==> src/rtl/alu_pkt_pkg.sv <==
// alu_pkt_pkg -- shared opcodes, FSM states and ALU op codes for alu_pkt_ctrl.
// Rev 1.0
`default_nettype none

package alu_pkt_pkg;

  localparam logic [7:0]  OPC_ECHO = 8'hEC;
  localparam logic [7:0]  OPC_ADD  = 8'hAD;
  localparam logic [7:0]  OPC_MUL  = 8'h88;
  localparam logic [7:0]  OPC_DIV  = 8'hD1;
  localparam logic [15:0] HDR_LEN  = 16'd4;

  typedef enum logic [2:0] {
    ST_HDR   = 3'd0,
    ST_ECHO  = 3'd1,
    ST_LOAD  = 3'd2,
    ST_REQ   = 3'd3,
    ST_WAIT  = 3'd4,
    ST_SEND  = 3'd5,
    ST_DRAIN = 3'd6
  } state_e;

  typedef enum logic [1:0] {
    ALU_ADD = 2'd0,
    ALU_MUL = 2'd1,
    ALU_DIV = 2'd2
  } alu_op_e;

  function automatic alu_op_e opc_to_aluop(input logic [7:0] opc);
    case (opc)
      OPC_MUL: return ALU_MUL;
      OPC_DIV: return ALU_DIV;
      default: return ALU_ADD;
    endcase
  endfunction

endpackage

`default_nettype wire

==> src/rtl/alu_pkt_ctrl.sv <==
// alu_pkt_ctrl -- parses UART byte packets, echoes, drains or drives an ALU and returns its result.
// Rev 1.0
`default_nettype none

module alu_pkt_ctrl
  import alu_pkt_pkg::*;
#(
  parameter int opw_p       = 32,
  parameter int datawidth_p = 8
) (
  input  logic                   clk_i,
  input  logic                   rst_ni,
  input  logic [datawidth_p-1:0] rx_data_i,
  input  logic                   rx_valid_i,
  output logic                   rx_ready_o,
  output logic [datawidth_p-1:0] tx_data_o,
  output logic                   tx_valid_o,
  input  logic                   tx_ready_i,
  output logic [1:0]             alu_op_o,
  output logic [opw_p-1:0]       alu_a_o,
  output logic [opw_p-1:0]       alu_b_o,
  output logic                   alu_valid_o,
  input  logic                   alu_ready_i,
  input  logic [opw_p-1:0]       alu_result_i,
  input  logic                   alu_result_valid_i
);

  localparam int BW  = datawidth_p;
  localparam int NB  = opw_p / BW;
  localparam int BCW = (NB > 1) ? $clog2(NB) : 1;
  localparam logic [BCW-1:0] BC_ONE  = BCW'(1);
  localparam logic [BCW-1:0] BC_LAST = BCW'(NB - 1);

  state_e           state_q, state_d;
  logic [1:0]       hdr_cnt_q, hdr_cnt_d;
  logic [7:0]       opc_q, opc_d;
  logic [15:0]      len_q, len_d;
  logic [15:0]      pay_cnt_q, pay_cnt_d;
  logic [BCW-1:0]   byte_cnt_q, byte_cnt_d;
  logic [opw_p-1:0] acc_q, acc_d;
  logic [opw_p-1:0] opnd_q, opnd_d;
  logic             have_acc_q, have_acc_d;
  logic             run_q;

  logic [15:0]      pay_len;
  logic             pay_last;
  logic             pay_done;
  logic [opw_p-1:0] opnd_shift;

  assign pay_len  = len_q - HDR_LEN;
  assign pay_last = (pay_cnt_q + 16'd1) == pay_len;
  assign pay_done = pay_cnt_q == pay_len;

  // Operand bytes arrive LSB first: shift in at the top so byte 0 ends at [BW-1:0].
  if (NB > 1) begin : g_shift_multi
    assign opnd_shift = {rx_data_i, opnd_q[opw_p-1:BW]};
  end else begin : g_shift_single
    assign opnd_shift = rx_data_i;
  end

  assign alu_op_o = opc_to_aluop(opc_q);
  assign alu_a_o  = acc_q;
  assign alu_b_o  = opnd_q;

  always_ff @(posedge clk_i or negedge rst_ni) begin
    if (!rst_ni) begin
      state_q    <= ST_HDR;
      hdr_cnt_q  <= '0;
      opc_q      <= '0;
      len_q      <= '0;
      pay_cnt_q  <= '0;
      byte_cnt_q <= '0;
      acc_q      <= '0;
      opnd_q     <= '0;
      have_acc_q <= 1'b0;
      run_q      <= 1'b0;
    end else begin
      state_q    <= state_d;
      hdr_cnt_q  <= hdr_cnt_d;
      opc_q      <= opc_d;
      len_q      <= len_d;
      pay_cnt_q  <= pay_cnt_d;
      byte_cnt_q <= byte_cnt_d;
      acc_q      <= acc_d;
      opnd_q     <= opnd_d;
      have_acc_q <= have_acc_d;
      run_q      <= 1'b1;
    end
  end

  always_comb begin
    state_d     = state_q;
    hdr_cnt_d   = hdr_cnt_q;
    opc_d       = opc_q;
    len_d       = len_q;
    pay_cnt_d   = pay_cnt_q;
    byte_cnt_d  = byte_cnt_q;
    acc_d       = acc_q;
    opnd_d      = opnd_q;
    have_acc_d  = have_acc_q;
    rx_ready_o  = 1'b0;
    tx_valid_o  = 1'b0;
    tx_data_o   = '0;
    alu_valid_o = 1'b0;

    case (state_q)
      ST_HDR: begin
        // run_q keeps the receiver stalled while reset is asserted.
        rx_ready_o = run_q;
        if (rx_valid_i && run_q) begin
          hdr_cnt_d = hdr_cnt_q + 2'd1;
          case (hdr_cnt_q)
            2'd0: opc_d = rx_data_i;
            2'd2: len_d[7:0] = rx_data_i;
            2'd3: begin
              len_d[15:8] = rx_data_i;
              pay_cnt_d   = '0;
              byte_cnt_d  = '0;
              acc_d       = '0;
              opnd_d      = '0;
              have_acc_d  = 1'b0;
              if ({rx_data_i, len_q[7:0]} <= HDR_LEN) begin
                state_d = ST_HDR;
              end else begin
                case (opc_q)
                  OPC_ECHO:                  state_d = ST_ECHO;
                  OPC_ADD, OPC_MUL, OPC_DIV: state_d = ST_LOAD;
                  default:                   state_d = ST_DRAIN;
                endcase
              end
            end
            default: ;
          endcase
        end
      end

      ST_ECHO: begin
        tx_data_o  = rx_data_i;
        tx_valid_o = rx_valid_i;
        rx_ready_o = tx_ready_i;
        if (rx_valid_i && tx_ready_i) begin
          pay_cnt_d = pay_cnt_q + 16'd1;
          if (pay_last) state_d = ST_HDR;
        end
      end

      ST_LOAD: begin
        rx_ready_o = 1'b1;
        if (rx_valid_i) begin
          opnd_d    = opnd_shift;
          pay_cnt_d = pay_cnt_q + 16'd1;
          if (byte_cnt_q == BC_LAST) begin
            byte_cnt_d = '0;
            if (!have_acc_q) begin
              acc_d      = opnd_shift;
              have_acc_d = 1'b1;
              state_d    = pay_last ? ST_SEND : ST_LOAD;
            end else begin
              state_d = ST_REQ;
            end
          end else if (pay_last) begin
            // Trailing partial operand is discarded.
            byte_cnt_d = '0;
            state_d    = ST_SEND;
          end else begin
            byte_cnt_d = byte_cnt_q + BC_ONE;
          end
        end
      end

      ST_REQ: begin
        alu_valid_o = 1'b1;
        if (alu_ready_i) state_d = ST_WAIT;
      end

      ST_WAIT: begin
        if (alu_result_valid_i) begin
          acc_d   = alu_result_i;
          state_d = pay_done ? ST_SEND : ST_LOAD;
        end
      end

      ST_SEND: begin
        tx_valid_o = 1'b1;
        tx_data_o  = acc_q[BW-1:0];
        if (tx_ready_i) begin
          acc_d = acc_q >> BW;
          if (byte_cnt_q == BC_LAST) begin
            byte_cnt_d = '0;
            state_d    = ST_HDR;
          end else begin
            byte_cnt_d = byte_cnt_q + BC_ONE;
          end
        end
      end

      ST_DRAIN: begin
        rx_ready_o = 1'b1;
        if (rx_valid_i) begin
          pay_cnt_d = pay_cnt_q + 16'd1;
          if (pay_last) state_d = ST_HDR;
        end
      end

      default: state_d = ST_HDR;
    endcase
  end

endmodule

`default_nettype wire

==> config.mk <==
export PLATFORM = sky130hd
export DESIGN_NAME = alu_pkt_ctrl
export DESIGN_NICKNAME = d
export VERILOG_FILES = /design/src/rtl/alu_pkt_pkg.sv /design/src/rtl/alu_pkt_ctrl.sv
export SDC_FILE = /design/constraint.sdc
export NUM_CORES = 1
export LEC_CHECK = 0
export BUFFER_PORTS_ARGS = -buffer_cell sky130_fd_sc_hd__buf_2
export CAP_MARGIN = 20
export CORE_MARGIN = 2
export CORE_UTILIZATION = 52
export CTS_BUF_LIST = sky130_fd_sc_hd__clkbuf_2
export DETAILED_ROUTE_END_ITERATION = 8
export GPL_TIMING_DRIVEN = 0
export HOLD_SLACK_MARGIN = 0.05
export PLACE_DENSITY = 0.85
export SYNTH_ARGS = -nofsm -noshare
export SYNTH_HDL_FRONTEND = slang
export SYNTH_SLANG_ARGS = --single-unit
==> constraint.sdc <==
create_clock -name clk_i -period 3 [get_ports clk_i]
set_input_delay 0.3 -clock clk_i [delete_from_list [all_inputs] [get_ports clk_i]]
set_output_delay 0.3 -clock clk_i [all_outputs]
set_load 0.01 [all_outputs]
==> results of run 1 <==
[placed cells by master (no fill, tap or decap), types with 3 or more instances in the layout]
cell type,netlist,final
a21boi_0,9,9
a21oi_1,10,10
a31oi_1,4,3
and2_1,3,3
and3_1,3,3
buf_2,0,121
buf_4,2,9
bufinv_16,0,3
clkbuf_1,37,30
clkbuf_2,0,18
clkinv_4,0,5
dfrtp_1,113,110
dfrtp_2,0,3
dlygate4sd3_1,0,35
ha_1,7,7
inv_1,17,17
inv_6,0,4
mux2_2,49,48
mux2i_1,36,36
nand2_1,99,99
nand2b_1,12,12
nand3_1,17,17
nand4_1,8,8
nor2_1,37,36
nor2b_1,3,3
nor3_1,11,8
nor3_2,1,4
nor3b_1,4,4
nor4_1,7,6
o211ai_1,5,5
o21ai_0,91,90
o31ai_1,12,11
o41ai_1,3,3
or2_2,3,3
xnor2_1,21,20
xor2_1,15,15
[final cells by class]
cell class	count	area, µm²
Antenna cell	1	2.50
Buffer	35	149
Clock buffer	17	85.1
Clock inverter	15	199
Fill cell	950	4040
Inverter	17	63.8
Multi-Input combinational cell	512	3500
Sequential cell	113	2830
Tap cell	168	210
Timing Repair Buffer	163	1030
[layer usage]
| layer | global-route usage (%) | vias up | routed length, µm |
|---|---|---|---|
| met5 | 0 | - | 0 |
| met4 | 13.4 | 0 | 706 |
| met3 | 6.80 | 70 | 1580 |
| met2 | 46.6 | 350 | 9310 |
| met1 | 42.1 | 2972 | 8290 |
| li1 | - | 2788 | - |
[path summary, 6_finish.rpt]
| path | endpoint | cells past startpoint | slack [ps] | from |
|---|---|---|---|---|
| setup / recovery | state_q[0]$_DFFE_PN0P_ | 8 | -40 | len_q[4]$_DFFE_PN0P_ |
| hold / removal | alu_a_o[14]$_DFFE_PN0P_ | 4 | 90 | alu_result_i[14] |
| setup reg to reg | state_q[0]$_DFFE_PN0P_ | 8 | -40 | len_q[4]$_DFFE_PN0P_ |
| hold reg to reg | byte_cnt_q[0]$_DFFE_PN0P_ | 1 | 510 | byte_cnt_q[0]$_DFFE_PN0P_ |
| max in group asynchronous | alu_b_o[7]$_DFFE_PN0P_ | 3 | 2110 | rst_ni |
| min in group asynchronous | pay_cnt_q[10]$_DFFE_PN0P_ | 2 | 130 | rst_ni |
[power by group through the flow]
stage	Combinational, mW	Sequential, mW	Clock, mW
after floorplan	2.64	2.55	0
after global placement	3.79	2.52	0
after detailed placement	3.90	2.55	0
after CTS	3.97	2.53	1.19
after global routing	4.47	2.65	1.27
final	4.09	2.59	1.19
[critical path: cells and delay by family (launching register included)]
kind,cells,cell delay (ps)
AND/OR/NAND/NOR,4,1240
flip-flops,1,510
XOR/XNOR,2,520
multiplexers,1,330
AO/OA/AOI/OAI,1,330
[cells by family (layout without fill, tap and decap cells)]
group,Yosys count,count (layout)
adder cells (fa/ha/maj),7,7
multiplexers,86,86
AND/OR/NAND/NOR,224,224
flip-flops,113,113
AO/OA/AOI/OAI,155,155
XOR/XNOR,39,39
buffers and inverters,58,247
other,1,2
[sequential cells by signal, summed over array words and instances, names as in the netlist]
register / count
len_q: 16
state_q: 3
have_acc_q: 1
hdr_cnt_q: 2
pay_cnt_q: 16
alu_a_o: 32
alu_b_o: 32
opc_q: 8
byte_cnt_q: 2
run_q: 1
[what timing repair did]
item                                    CTS  global route
hold buffers                             34             1
setup buffers                             2             4
endpoints found under the hold margin   108             1
endpoints found under the setup margin   13             5
pin swaps                                 4             5
cloned                                    0             0
resized for setup                         9             8
==> summary.md, run 1 <==
| Metric | Value |
|---|---|
| Status | `finished, violations left` |
| Failing checks | `setup timing` |
| Area share of the largest cell type after synthesis | `approximately 44%` |
| Post-synthesis async set-or-reset flop share | `100%` |
| Synth Register Bits | `approximately 110` |
| Number of CTS-inserted buffers | `17` |
| Vias in the first global route | `5996` |
| Compound-Gate Fraction of Synth Area | `14.4%` |
| Multiplexer share of the synthesized area | `14.3%` |
| Port bufs | `121` |
| Crit share post-route | `101%` |
| PD cells | `just under 1000 nW/µm²` |
| Max-cap viol count | `0` |
| Largest family of logic cells by synthesized area | `simple AND/OR/NAND/NOR gates` |
| Clock latency on the worst-skew pair | `between 700 and 800 ps` |
| Die Y | `~120 µm` |
| Clock transition at path regs | `200 ps` |
| Placed Cells | `973` |
| Syn nets | `around 740` |
| Worst clock skew | `40.1 ps` |
| Total wire length | `approximately 20000 µm` |
| DIE AREA | `between 10000 and 15000 µm²` |
| Startpoint types | `register` |
| CTS sink count | `between 100 and 150` |
| CP max FO | `8` |
| Leak | `between 3 and 4 nW` |
| RSZ-0062 raised after global routing | `true` |
| Fin. max-slew vios | `0` |
| Hold Crit Class | `in2reg` |
| Total number of vias | `approximately 6.2k` |
| Switching power total | `~3.6 mW` |
| CTS tree | `done` |
| Fmax | `0.329 GHz` |
| Core ar. | `around 12000 µm²` |
| Adder-cell share of the synthesized area | `under 10%` |
| Area leader, netlist | `dfrtp_1` |
| Clock share of power | `15.1%` |
| CP max stage delay | `600 ps` |
| Overflow after GRT | `0` |
| Final Hold Slack | `around 91 ps` |
| Initial antenna violation count | `1` |
| Synth Cell Area | `roughly 6500 µm²` |
| Min Tclk post-route | `about 3000 ps` |
| Area grow syn2layout | `24.2%` |
| Initial detailed-routing violation count | `around 900` |
| Yosys warnings | `0` |
| Synth Flop Type | `dfrtp_1` |
| Design Area, Final | `about 8000 µm²` |
| Rows | `40` |
| Placement Cell Area | `about 7300 µm²` |
| DR pass1 iterations | `8` |
| Vias/cell | `between 5 and 6` |
| DR WL/cell | `around 19 µm` |
| Synth top cells by count | `113 x dfrtp_1, 99 x nand2_1, 91 x o21ai_0, 49 x mux2_2` |
| I/O pins | `about 120` |
| Required @ worst endpoint | `about 3600 ps` |
| Initial Util | `a little over half` |
| Area share of and/or/nand/nor cells after synthesis | `16.9%` |
| H-tree levels | `4` |
| DP Worst Slack | `-262 ps` |
| Syn Area/Cell | `between 9 and 10 µm²` |
| Max stage delay cell, worst path | `or4_4` |
| Residual DRC | `0` |
| Maximum clock insertion buffer count | `2` |
| Final Hold Viols | `0` |
| Internal Power | `between 4 and 5 mW` |
| Setup CP Type | `reg2reg` |
| TNS Setup | `-78.3 ps` |
| Comb power frac | `~52%` |
| Post-DRT Antenna Nets | `0` |
| Worst path arrival time | `3650 ps` |
| Critical Path Sink Type | `register` |
| Crit-path cells | `or4_4, nor3_4, xnor2_2, xor3_1, nor3_2, nand4_4, mux2_4, o32a_1` |
| Post-synth EDFFs | `0` |
| Post-route insts no fill | `between 1k and 1.5k` |
| Final core occ | `between 60 and 70%` |
| Largest net degree at the start of global routing | `64` |
| Final setup fails | `3` |
| Gp weighted congestion | `0.954` |
| Xor and xnor area share after synthesis | `between 5 and 6%` |
| VDD IR max | `around 0.55 mV` |
| Final WS setup | `-36.5 ps` |
| Die Width | `around 120 µm` |
| Share of power burned in registers | `32.9%` |
| Post-synthesis sequential area ratio | `43.5%` |
| Final #Nets | `912` |
| Netlist cell types | `between 60 and 70` |
| Sw frac | `between 40 and 50%` |
| Worst slew margin | `between 40% and 50%` |
| Cell count after synthesis | `between 600 and 700` |
| First-pass GRT wire length | `31400 µm` |
| Top-count cell post-synth | `dfrtp_1` |
| Global Route Usage Sum | `a little under a third` |
| Worst slew pin tran | `roughly 820 ps` |
| Layout cells sized above 1 | `27.5%` |
| Top cells by area, synth | `dfrtp_1 44%, mux2_2 8.5%, o21ai_0 7.0%` |
| Power Total | `just under 8 mW` |
| DP HPWL | `~14000 µm` |
| Clock root buffer | `clkbuf_2` |
No activity file was read; power rests on OpenSTA's default activity.
==> run 2, diff against run 1 <==
ABC_AREA = 1   (was unset)
CORE_UTILIZATION = 53   (was 52)
==> summary.md, run 2 <==
| Metric | Value |
|---|---|
| Max stage delay cell, worst path | `dfrtp_1` |
| DP Worst Slack | `just under 500 ps` |
| Min Tclk post-route | `about 2900 ps` |
| Worst path arrival time | `2570 ps` |
| Post-synthesis async set-or-reset flop share | `100%` |
| Initial Util | `53.6%` |
| Maximum clock insertion buffer count | `2` |
| Internal Power | `~3.6 mW` |
| Clock share of power | `between 10% and 20%` |
| Most frequent cells in the layout | `346 x nand2_1, 130 x buf_2, 127 x inv_1` |
| Netlist cell types | `37` |
| Total number of vias | `~7.7k` |
| Inserted Diodes | `0` |
| Delay-heaviest family, CP | `buffers and inverters` |
| H-tree levels | `4` |
| Total wire length | `about 22000 µm` |
| Final Hold Viols | `0` |
| CTS tree | `done` |
| Fin. max-slew vios | `0` |
| Synth Register Bits | `between 100 and 150` |
| Post-synth EDFFs | `0` |
| Initial antenna violation count | `0` |
| Clock transition at path regs | `between 200 and 250 ps` |
| TNS Setup | `0 ps` |
| Power Total | `roughly 7.7 mW` |
| Hold Crit Class | `in2reg` |
| Area share of the largest cell type after synthesis | `between 40% and 50%` |
| Status | `finished, final reports clean` |
| Placement Cell Area | `around 7900 µm²` |
| Initial detailed-routing violation count | `618` |
| Syn nets | `~1.1k` |
| Fmax | `around 0.35 GHz` |
| Final #Nets | `about 1.3k` |
| Post-DRT Antenna Nets | `0` |
| CP max FO | `9` |
| Cell mode on critical path | `nor2_1` |
| Crit share post-route | `95.7%` |
| Top cells by area, synth | `dfrtp_1 40%, nand2_1 19%, inv_1 6.8%` |
| Final setup fails | `0` |
| Clock latency on the worst-skew pair | `around 740 ps` |
| Critical Path Sink Type | `output port` |
| Worst clock skew | `roughly 36 ps` |
| Bufs and invs on worst path | `5` |
| Vias/cell | `~5.5` |
| Syn Area/Cell | `6.85 µm²` |
| Setup CP Type | `reg2out` |
| Die Width | `about 120 µm` |
| CTS sink count | `113` |
| PD cells | `between 800 and 900 nW/µm²` |
| Layout cells sized above 1 | `about a fifth` |
| Largest net degree at the start of global routing | `slightly below 90` |
| Leak | `4.43 nW` |
| Gp weighted congestion | `0.961` |
| Area grow syn2layout | `22.4%` |
| Final Hold Slack | `between 100 and 150 ps` |
| Die Y | `between 100 and 150 µm` |
| Residual DRC | `0` |
| Worst slew pin tran | `704 ps` |
| Post-synthesis sequential area ratio | `roughly 40%` |
| DP HPWL | `around 16000 µm` |
| Vias in the first global route | `approximately 7.4k` |
| Worst slew margin | `between 50% and 60%` |
| Port bufs | `around 120` |
| Core ar. | `around 13000 µm²` |
| DR WL/cell | `about 16 µm` |
| Comb power frac | `a little under three fifths` |
| DIE AREA | `between 10000 and 15000 µm²` |
| Max-cap viol count | `0` |
| Final core occ | `between 60% and 70%` |
| Synth top cells by count | `346 x nand2_1, 127 x inv_1, 113 x dfrtp_1, 90 x nor2_1, 79 x o21ai_0` |
| Global Route Usage Sum | `between 30% and 40%` |
| Required @ worst endpoint | `between 2000 and 3000 ps` |
| Top-count cell post-synth | `nand2_1` |
| Sw frac | `between 50 and 60%` |
| Overflow after GRT | `0` |
| Design Area, Final | `~8600 µm²` |
| Area leader, netlist | `dfrtp_1` |
| First-pass GRT wire length | `35700 µm` |
| Yosys warnings | `0` |
| Rows | `between 40 and 50` |
| Number of CTS-inserted buffers | `17` |
| Switching power total | `between 4 and 5 mW` |
| Post-route insts no fill | `between 1k and 1.5k` |
| DR pass1 iterations | `7` |
| Placed Cells | `1323` |
| Crit-path cells | `inv_2, nor2_1, inv_1, nor2_1, clkinvlp_4, buf_4, o22ai_1, buf_2` |
| Synth Flop Type | `dfrtp_1` |
| Clock root buffer | `clkbuf_2` |
| Cell count after synthesis | `~1.0k` |
| Final WS setup | `roughly 130 ps` |
| CP max stage delay | `approximately 520 ps` |
| Synth Cell Area | `between 7000 and 8000 µm²` |
| Startpoint types | `register` |
| VDD IR max | `roughly 0.47 mV` |
| Commonest non-fill, non-tap cell in the layout | `nand2_1` |
| Share of power burned in registers | `a little under a third` |
| I/O pins | `123` |
==> run 2: cell count changes after synthesis, moves of 25 or more <==
| cell | previous run | this run |
|---|---|---|
| o21ai_1 | 0 | 47 |
| clkbuf_1 | 37 | 12 |
| nand3_1 | 17 | 71 |
| nand2_1 | 99 | 346 |
| mux2_2 | 49 | 0 |
| mux2i_1 | 36 | 1 |
| nor2_1 | 37 | 90 |
| inv_1 | 17 | 127 |
==> run 2: routing by layer <==
layer  GRT usage [%]  wire [µm]
met3            7.28       2040
met4            18.4       1170
met5               0          0
met2            51.8      10100
met1            39.5       8680
==> run 2: layout make-up <==
class	instances	area [µm²]
clock buffers	17	85.1
repair buffers	168	1100
multi-input cells	740	3530
clock inverters	15	161
inverters	144	544
plain buffers	26	120
well taps	176	220
flip-flops and latches	113	2830
fillers	1089	4500
==> run 2: worst reg2reg max path, stage by stage (launching register included) <==
cell and delay [ps]:
dfrtp_1 470, inv_1 220, ha_1 180, buf_2 200
nand2_4 100, nor2_8 180, xor2_2 270, nor2_1 70
nor2_1 90, nand2_1 60, nor2_1 160, nand3_1 90
a21boi_1 140, nand2_1 80, nand2_1 70, nand2_1 40
==> run 2: power groups by stage <==
| stage | logic [mW] | clock network, mW | registers [mW] |
|---|---|---|---|
| final | 4.25 | 1.11 | 2.36 |
| after global routing | 4.74 | 1.18 | 2.41 |
| after CTS | 4.16 | 1.11 | 2.35 |
| after detailed placement | 4.10 | 0 | 2.36 |
| after global placement | 3.99 | 0 | 2.37 |
| after floorplan | 2.80 | 0 | 2.39 |
==> run 2: final timing paths <==
kind	startpoint	end	slack, ps	cells past startpoint
max	state_q[0]$_DFFE_PN0P_	tx_data_o[5]	130	8
min	alu_ready_i	state_q[1]$_DFFE_PN0P_	110	8
max reg2reg	len_q[2]$_DFFE_PN0P_	state_q[1]$_DFFE_PN0P_	530	15
min reg2reg	hdr_cnt_q[0]$_DFFE_PN0P_	hdr_cnt_q[0]$_DFFE_PN0P_	520	1
max in group asynchronous	rst_ni	len_q[9]$_DFFE_PN0P_	1980	4
min in group asynchronous	rst_ni	pay_cnt_q[12]$_DFFE_PN0P_	550	4
==> run 2: timing repair <==
action	CTS	global route
setup buffers	0	1
endpoints found under the hold margin	176	0
cloned	0	0
hold buffers	44	0
endpoints found under the setup margin	8	9
resized for setup	1	1
==> run 2: logic make-up (layout without fill, tap and decap cells) <==
kind of cell | Yosys count | count (layout) | synth area share (%)
AO/OA/AOI/OAI | 163 | 163 | 13.3
XOR/XNOR | 8 | 8 | 1.11
adder cells (fa/ha/maj) | 7 | 7 | 1.25
buffers and inverters | 171 | 370 | 9.47
flip-flops | 113 | 113 | 40.3
multiplexers | 1 | 1 | 0.143
other | 1 | 1 | 0.0535
AND/OR/NAND/NOR | 560 | 560 | 34.3
==> run 3, diff against run 2 <==
ABC_AREA = unset   (was 1)
CORE_UTILIZATION = 52   (was 53)
clock period = 2.5 ns   (was 3 ns; I/O delays follow)
==> summary.md, run 3 (synthesized netlist as in run 1, its figures left out) <==
| Metric | Value |
|---|---|
| Status | `finished, violations left` |
| Failing checks | `setup timing` |
| Most frequent cells in the layout | `120 x buf_2, 102 x dfrtp_1, 99 x nand2_1` |
| Global Route Usage Sum | `approximately 33%` |
| Vias/cell | `~6.2` |
| Hold Crit Class | `in2reg` |
| Worst path arrival time | `approximately 3500 ps` |
| Leak | `a little over 4 nW` |
| Worst clock skew | `approximately 33 ps` |
| Maximum clock insertion buffer count | `2` |
| Crit share post-route | `115%` |
| Vias in the first global route | `6381` |
| Fmax | `around 0.35 GHz` |
| Reg2reg start | `len_q[2]$_DFFE_PN0P_` |
| First-pass GRT wire length | `33800 µm` |
| Fin. max-slew vios | `0` |
| Final WS setup | `-367 ps` |
| Setup crit end | `state_q[2]$_DFFE_PN0P_` |
| Port bufs | `around 120` |
| Crit-path cells | `buf_4, nor3_2, nand2_1, xor3_1, o31ai_4, nand4_4, mux2_4, o32a_1` |
| Total number of vias | `a little under 7k` |
| Required @ worst endpoint | `3170 ps` |
| Rows | `40` |
| Die Width | `about 120 µm` |
| Number of CTS-inserted buffers | `17` |
| DR WL/cell | `about 21 µm` |
| I/O pins | `approximately 120` |
| Startpoint types | `register` |
| RSZ-0062 raised after global routing | `true` |
| CTS tree | `done` |
| Area grow syn2layout | `31.9%` |
| PD cells | `roughly 1200 nW/µm²` |
| Clock root buffer | `clkbuf_2` |
| Post-DRT Antenna Nets | `0` |
| Worst slew pin tran | `about 840 ps` |
| Crit path launch | `len_q[2]$_DFFE_PN0P_` |
| DP Worst Slack | `-708 ps` |
| Overflow after GRT | `0` |
| DP HPWL | `13800 µm` |
| Final setup fails | `15` |
| DR pass1 iterations | `7` |
| Gp weighted congestion | `between 0.9 and 1` |
| R2R cell count | `8` |
| Commonest non-fill, non-tap cell in the layout | `buf_2` |
| Bufs and invs on worst path | `1` |
| Delay-heaviest family, CP | `simple AND/OR/NAND/NOR gates` |
| Setup CP Type | `reg2reg` |
| Levels on crit path | `8` |
| Initial Util | `between 50% and 60%` |
| VDD IR max | `between 0.7 and 0.8 mV` |
| Flop-to-flop setup slack | `-370 ps` |
| Max-cap viol count | `0` |
| Crit Reg-Reg Endpoint | `state_q[2]$_DFFE_PN0P_` |
| Worst slew margin | `between 40% and 50%` |
| Initial antenna violation count | `2` |
| Clock latency on the worst-skew pair | `760 ps` |
| Largest net degree at the start of global routing | `approximately 60` |
| Initial detailed-routing violation count | `between 700 and 800` |
| Total wire length | `roughly 22000 µm` |
| Worst hold start | `alu_result_i[3]` |
| CP max stage delay | `490 ps` |
| Residual DRC | `0` |
| Final Hold Viols | `0` |
| Final Hold Slack | `slightly below 70 ps` |
| Layout cells sized above 1 | `between 30% and 40%` |
| CP max FO | `4` |
| CTS sink count | `approximately 110` |
| Core ar. | `12100 µm²` |
| Clock transition at path regs | `around 210 ps` |
| Final #Nets | `953` |
| Min Tclk post-route | `around 2900 ps` |
| Max stage delay cell, worst path | `dfrtp_2` |
| Die Y | `~120 µm` |
| H-tree levels | `4` |
| Critical Path Sink Type | `register` |
| DIE AREA | `~13000 µm²` |
## run 3: power breakdown
group | total [mW] | switching (mW) | internal, mW
clock | 1.14 | 0.848 | 0.290
combinational | 5.68 | 3.22 | 2.47
sequential | 3.08 | 0.643 | 2.44
total | 9.90 | 4.71 | 5.19
## run 3: area by class of cell
class | instances | area [µm²]
Clock buffer | 17 | 85.1
Clock inverter | 15 | 129
Buffer | 32 | 155
Multi-Input combinational cell | 512 | 3670
Tap cell | 168 | 210
Timing Repair Buffer | 207 | 1410
Fill cell | 826 | 3540
Inverter | 17 | 63.8
Sequential cell | 113 | 2840
Antenna cell | 3 | 7.51
## run 3: worst min-delay path by stage
stage                                 to  cells after the start  slack [ps]
6_report          alu_a_o[3]$_DFFE_PN0P_                      4          70
5_1_grt           alu_a_o[3]$_DFFE_PN0P_                      4          60
4_1_cts           alu_a_o[3]$_DFFE_PN0P_                      4          50
3_5_place_dp   pay_cnt_q[10]$_DFFE_PN0P_                      1         240
3_3_place_gp      alu_b_o[1]$_DFFE_PN0P_                      2         460
2_1_floorplan     alu_a_o[0]$_DFFE_PN0P_                      0         -50
## run 3: what timing repair did
item / CTS / global route
pin swaps: 9 / 7
hold endpoints to repair: 179 / 0
resized for setup: 42 / 28
hold buffers: 45 / 0
setup endpoints to repair: 38 / 59
buffers inserted: 30 / 10
## run 3: metal layers
layer | vias up | global-route usage [%] | routed length (µm)
li1 | 2871 | - | -
met1 | 3240 | 41.0 | 8040
met2 | 517 | 53.1 | 10700
met3 | 140 | 8.58 | 2150
met4 | 0 | 19.9 | 1410
met5 | - | 0 | 0
## run 3: tightest hold or removal path, cell delays in order
cell     delay (ps)
buf_2            80
mux2i_1          50
o21ai_0         240
mux2_2          160
## run 3: through the flow
step / power [mW] / setup TNS, ps / instance area (µm²) / util (%) / instances
after detailed placement: 7.72 / -3550 / 7360 / 60.7 / 973
after floorplan: 6.23 / -318 / 6510 / - / 683
after global placement: 7.57 / -23060 / 7320 / 60.5 / 972
after global routing: 10.4 / -3850 / 8570 / 70.7 / 1083
final: 9.90 / -2380 / 8570 / 70.7 / 1084
after CTS: 9.27 / -1100 / 8410 / 69.4 / 1074
